`src/rtl/packet_stream_assembler.sv`:
```
// rtl/packet_stream_assembler.sv - buffered HDMI data island packet serialiser with on-the-fly BCH ECC
module packet_stream_assembler #(
  parameter int         FIFO_DEPTH        = 4,
  parameter int         MAX_PACKETS       = 18,
  parameter logic [7:0] AUDIO_PACKET_TYPE = 8'h02,
  parameter int         FRAME_MODULUS     = 192
) (
  input  logic         clk_pixel,
  input  logic         reset,
  input  logic         in_valid,
  output logic         in_ready,
  input  logic [23:0]  in_header,
  input  logic [223:0] in_sub,
  input  logic         data_island_period,
  output logic [8:0]   packet_data,
  output logic         packet_start,
  output logic [4:0]   packet_index,
  output logic [7:0]   frame_counter,
  output logic [15:0]  underrun_count,
  output logic         abort
);

  localparam int AW = $clog2(FIFO_DEPTH);

  function automatic logic [7:0] bch_step(input logic [7:0] ecc, input logic b);
    return (ecc[0] ^ b) ? ((ecc >> 1) ^ 8'h83) : (ecc >> 1);
  endfunction

  logic [23:0]   hdr_mem [FIFO_DEPTH];
  logic [223:0]  sub_mem [FIFO_DEPTH];
  logic [AW-1:0] wr_ptr, rd_ptr;
  logic [AW:0]   count;
  logic          full, empty, push, pop;

  logic [4:0]    c;
  logic [4:0]    slot_next;
  logic          slot_start, slot_ok;
  logic [23:0]   cur_hdr;
  logic [223:0]  cur_sub;
  logic          cur_real;
  logic [7:0]    ecc4_q;
  logic [7:0]    ecc_q [4];

  logic [23:0]   pkt_hdr;
  logic [223:0]  pkt_sub;
  logic [7:0]    ecc4_base, ecc4_nxt;
  logic [31:0]   blk4;
  logic [7:0]    ecc_base [4];
  logic [7:0]    ecc_nxt [4];
  logic [63:0]   blk [4];
  logic [5:0]    bit_e, bit_o;
  logic [8:0]    word;

  assign full       = (count == (AW+1)'(FIFO_DEPTH));
  assign empty      = (count == '0);
  assign in_ready   = !full;
  assign push       = in_valid && in_ready;
  assign slot_start = data_island_period && (c == 5'd0);
  assign slot_ok    = (32'(slot_next) < MAX_PACKETS);
  assign pop        = slot_start && slot_ok && !empty;
  assign bit_e      = {c, 1'b0};
  assign bit_o      = {c, 1'b1};

  // Pixel 0 reads the FIFO head directly so the first word needs no extra latency.
  always_comb begin
    pkt_hdr = cur_hdr;
    pkt_sub = cur_sub;
    if (slot_start) begin
      pkt_hdr = pop ? hdr_mem[rd_ptr] : '0;
      pkt_sub = pop ? sub_mem[rd_ptr] : '0;
    end
    ecc4_base = (c == 5'd0) ? 8'd0 : ecc4_q;
    blk4      = {ecc4_base, pkt_hdr};
    ecc4_nxt  = (c < 5'd24) ? bch_step(ecc4_base, blk4[c]) : ecc4_base;
    for (int i = 0; i < 4; i++) begin
      ecc_base[i] = (c == 5'd0) ? 8'd0 : ecc_q[i];
      blk[i]      = {ecc_base[i], pkt_sub[56*i +: 56]};
      ecc_nxt[i]  = (c < 5'd28) ? bch_step(bch_step(ecc_base[i], blk[i][bit_e]), blk[i][bit_o])
                                : ecc_base[i];
    end
    word = {blk[3][bit_o], blk[2][bit_o], blk[1][bit_o], blk[0][bit_o],
            blk[3][bit_e], blk[2][bit_e], blk[1][bit_e], blk[0][bit_e],
            blk4[c]};
  end

  // Storage carries no reset; only the pointers define what is valid.
  always_ff @(posedge clk_pixel) begin
    if (push) begin
      hdr_mem[wr_ptr] <= in_header;
      sub_mem[wr_ptr] <= in_sub;
    end
  end

  always_ff @(posedge clk_pixel or posedge reset) begin
    if (reset) begin
      wr_ptr         <= '0;
      rd_ptr         <= '0;
      count          <= '0;
      c              <= '0;
      slot_next      <= '0;
      cur_hdr        <= '0;
      cur_sub        <= '0;
      cur_real       <= 1'b0;
      ecc4_q         <= '0;
      for (int i = 0; i < 4; i++) ecc_q[i] <= '0;
      packet_data    <= '0;
      packet_start   <= 1'b0;
      packet_index   <= '0;
      frame_counter  <= '0;
      underrun_count <= '0;
      abort          <= 1'b0;
    end else begin
      if (push) wr_ptr <= wr_ptr + 1'b1;
      if (pop)  rd_ptr <= rd_ptr + 1'b1;
      count <= count + (AW+1)'(push) - (AW+1)'(pop);
      abort <= 1'b0;

      if (data_island_period) begin
        c            <= c + 5'd1;
        packet_data  <= word;
        packet_start <= (c == 5'd0);
        ecc4_q       <= ecc4_nxt;
        for (int i = 0; i < 4; i++) ecc_q[i] <= ecc_nxt[i];
        if (c == 5'd0) begin
          cur_hdr      <= pkt_hdr;
          cur_sub      <= pkt_sub;
          cur_real     <= pop;
          packet_index <= slot_next;
          slot_next    <= (slot_next == 5'd31) ? 5'd31 : slot_next + 5'd1;
          if (slot_ok && empty && (underrun_count != 16'hFFFF))
            underrun_count <= underrun_count + 16'd1;
        end
        if ((c == 5'd31) && cur_real && (cur_hdr[7:0] == AUDIO_PACKET_TYPE))
          frame_counter <= (32'(frame_counter) == FRAME_MODULUS - 1) ? 8'd0 : frame_counter + 8'd1;
      end else begin
        packet_data  <= '0;
        packet_start <= 1'b0;
        slot_next    <= '0;
        // Island ended mid-packet: drop the remainder and restart clean.
        if (c != 5'd0) begin
          abort  <= 1'b1;
          c      <= '0;
          ecc4_q <= '0;
          for (int i = 0; i < 4; i++) ecc_q[i] <= '0;
        end
      end
    end
  end

endmodule

```
`config.mk`:
```
export PLATFORM = sky130hd
export DESIGN_NAME = packet_stream_assembler
export DESIGN_NICKNAME = d
export VERILOG_FILES = /design/src/rtl/packet_stream_assembler.sv
export SDC_FILE = /design/constraint.sdc
export NUM_CORES = 1
export LEC_CHECK = 0
export CORE_ASPECT_RATIO = 1.2
export CORE_MARGIN = 5
export CORE_UTILIZATION = 60
export DETAILED_ROUTE_END_ITERATION = 8
export GPL_TIMING_DRIVEN = 0
export PLACE_DENSITY_LB_ADDON = 0.2
export SKIP_LAST_GASP = 1
export SLEW_MARGIN = 10
export SYNTH_ARGS = -nofsm -noshare
export SYNTH_HDL_FRONTEND = slang
export SYNTH_SLANG_ARGS = --single-unit
```
`constraint.sdc`:
```
create_clock -name clk_pixel -period 15.3 [get_ports clk_pixel]
set_input_delay 3.06 -clock clk_pixel [delete_from_list [all_inputs] [get_ports clk_pixel]]
set_output_delay 3.06 -clock clk_pixel [all_outputs]
set_load 0.005 [all_outputs]
```
==> results.md <==
- Outcome: finished, final reports clean
- DP Area: 58500 um^2
- Max cap viols: 0
- Design Power: ~13 mW
- Setup Skew: 30.7 ps
- Slew headroom: 0.0736
- Synth Area in Simple Gates: 0.0503
- Pwr dens: 207 nW/um^2
- Max rail drop VDD: about 140 uV
- First-pass GRT wire length: about 220 mm
- Register area share after synthesis: 0.718
- Cell-by-cell trace of the critical path: buf_4, inv_2, buf_1, buf_1, ha_1, nor4b_4, nand4_1, inv_2, buf_2, buf_2, buf_4, clkbuf_1, ha_1, inv_1, ha_1, inv_1, fa_1, xnor2_1, xnor2_1
- Hold buffers post-CTS: 0
- Final ANT Viol Nets: 0
- Number of buffers created by CTS: 132
- Vias in the first global route: 32273
- Worst Path Arrival: 7620 ps
- Yosys top cell by area: edfxtp_1
- Worst skew pair latency: 750 ps
- CP Max Fanout: 10
- Total Routing Usage GR: 0.327
- DP Worst Slack: just over 8000 ps
- Iter 0 DRT Violations: 3763
- Core Area: 88900 um^2
- Async SR Flop Fraction: 0.259
- Post-Place Cells: 4471
- Fin area: 62900 um^2
- Synth Warn #: 0
- Comb pwr share: 0.353
- Proportion of layout cells with a drive suffix above 1: 0.194
- PortBufs: 291
- Largest family of logic cells by synthesized area: multiplexers
- Worst Hold Class: reg2reg
- CP peak stage delay: 810 ps
- Die height: between 300 and 400 um
- M3 GR Usage: 0.0665
- Setup violators final: 0
- Cts repair resizes: 0
- Final net count: 3711
- Seq cells post-synth: between 1000 and 1500
- Most frequent cell after synthesis: edfxtp_1
- CTS clk-pin slew, worst paths: 60 ps
- Die Span X: 283 um
- XOR/XNOR share of the synthesized area: 0.0101
- Clock Tree Buf Depth: 3
- Met1 usage: 0.431
- Most used cell along the critical path: ha_1
- Drt total wl: between 150 and 200 mm
- Period utilisation layout: 0.456
- Antenna violations before repair: 9
- Drt wl/cell: roughly 33 um
- Crit Path Class: reg2reg
- Top Family by Delay on Critical Path: buffers and inverters
- Clock root cell: clkbuf_16
- Syn nets: between 3000 and 4000
- Total number of vias: 31247
- Largest net degree at the start of global routing: 114
- Multiplexer share of the synthesized area: 0.136
- Clk sink count: roughly 1300
- Final Wtd Congestion: approximately 1
- Clk pwr share: 0.250
- Worst setup SP type: flip-flop
- Final WS setup: 8330 ps
- Top post-synthesis cells by count: edfxtp_1 (992), dfrtp_1 (346), nand2_1 (280), mux4_2 (275), nand3_1 (118)
- Fin cells: 4723
- Pint: 8.53 mW
- Distinct cell type count after synthesis: 88
- Main flop type after synthesis: edfxtp_1
- First drt pass iteration count: 7
- Leak pwr: between 20 and 25 nW
- Setup crit end kind: flip-flop
- Fin Setup TNS: 0 ps
- Area Growth Syn to Fin: 17.5%
- Slew @ Worst Pin: 1390 ps
- Max-slew violation count: 0
- Cell row count: 120
- Critical path data required time: approximately 16000 ps
- Post-synthesis instance total: 2999
- M2 GR Usage: 0.534
- CTS tree: yes
- Post-Synth Adder-Cell Area: 0.00318
- Initial Util: 0.602
- Peak-usage layer in the global routing report: met2
- Worst path slowest cell: buf_1
- Htree depth: 4
- Die ar.: around 95000 um^2
- HPWL after detailed placement: 108 mm
- Top cells by area, synth: edfxtp_1 (56%), dfrtp_1 (16%), mux4_2 (12%), nand2_1 (2.0%), a22o_1 (1.4%)
- RSZ-0062 raised after global routing: no
- Final Hold Fails: 0
- NetSw: approximately 4.5 mW
- Average via count per standard cell: 6.62
- Synthesized cell area: 53500 um^2
- Switch share: 0.343
- Sequential share of power: 0.396
- Fmax: 143 MHz
- Post-layout min period: around 7000 ps
- Grt ovf: 0
- Top Ports: about 290
- Post-synth top area share: 0.557
- Post-synthesis compound-gate area fraction: 0.0582
- EDFF count, synth: 992
- CP bufs+invs: 11
- Number of setup buffers added after CTS: 0
- Syn avg cell area: 17.8 um^2
- Drc violations: 0
layout make-up:
type / instances / area, um^2
Clock buffer: 191 / 3770
Tap cell: 1159 / 1450
Inverter: 37 / 146
Antenna cell: 8 / 20.0
Buffer: 196 / 1110
Clock inverter: 53 / 569
Multi-Input combinational cell: 1428 / 13800
Timing Repair Buffer: 313 / 3500
Sequential cell: 1338 / 38400
Fill cell: 5537 / 26000
cells by family after synthesis:
logic type | count (synthesis)
xor+xnor | 60
simple gates | 577
buf+inv | 233
fa+ha+maj | 13
compound gates | 417
mux | 361
flops | 1338
routing by layer:
metal  up-vias  wire length [um]
met5         -                13
met4         2              8830
met3       400             13100
met2      1717             76400
met1     16299             56500
li1      12829                 -
state kept, by name, indices dropped and copies added (netlist names):
register,cells
c,5
cur_real,1
abort,1
wr_ptr,2
frame_counter,8
slot_next,5
ecc4_q,8
packet_data,9
packet_index,5
packet_start,1
underrun_count,16
count,3
sub_mem,896
hdr_mem,96
cur_sub,224
ecc_q,32
cur_hdr,24
rd_ptr,2
metrics by stage:
stage	utilization	hold WS, ps
finish	0.707	466
global route	0.707	486
CTS	0.707	467
detailed placement	0.658	452
global placement	0.651	448
floorplan	-	434
power by group through the flow:
stage	sequential [mW]	combinational, mW	clock, mW
global route	5.21	4.79	3.43
floorplan	5.26	2.78	0
detailed placement	5.20	4.53	0
global placement	5.44	4.36	0
CTS	5.14	4.56	3.28
finish	5.15	4.59	3.25
worst reg2reg max path, stage by stage, from the launching register on:
cell and delay, ps:
dfrtp_1 450, buf_4 240, inv_2 230, buf_1 730, buf_1 820, ha_1 300, nor4b_4 450, nand4_1 240
inv_2 280, buf_2 340, buf_2 380, buf_4 270, clkbuf_1 810, ha_1 400, inv_1 60, ha_1 130
inv_1 50, fa_1 400, xnor2_1 180, xnor2_1 130
cell usage in the layout (no fill, tap or decap), types with 44 or more instances in the layout:
cell	synthesis	routed
edfxtp_1	992	992
mux4_2	275	275
nand2_1	280	280
and3_1	48	44
nor2_1	67	67
nand3_1	118	118
buf_2	65	65
clkbuf_1	73	115
o21ai_0	89	89
a22o_1	88	88
dfrtp_1	346	346
clkdlybuf4s50_1	0	291
clkbuf_16	0	139
final timing paths:
| check | endpoint | from | cells past startpoint | slack, ps |
|---|---|---|---|---|
| hold reg to reg | cur_sub[203] | cur_sub[203] | 2 | 470 |
| setup / recovery | count[2] | c[0] | 19 | 8330 |
| setup reg to reg | count[2] | c[0] | 19 | 8330 |
| hold / removal | cur_sub[203] | cur_sub[203] | 2 | 470 |
| min in group asynchronous | packet_data[0] | reset | 2 | 2670 |
| max in group asynchronous | cur_sub[3] | reset | 4 | 11150 |
Power figures use the tool's default switching activity.
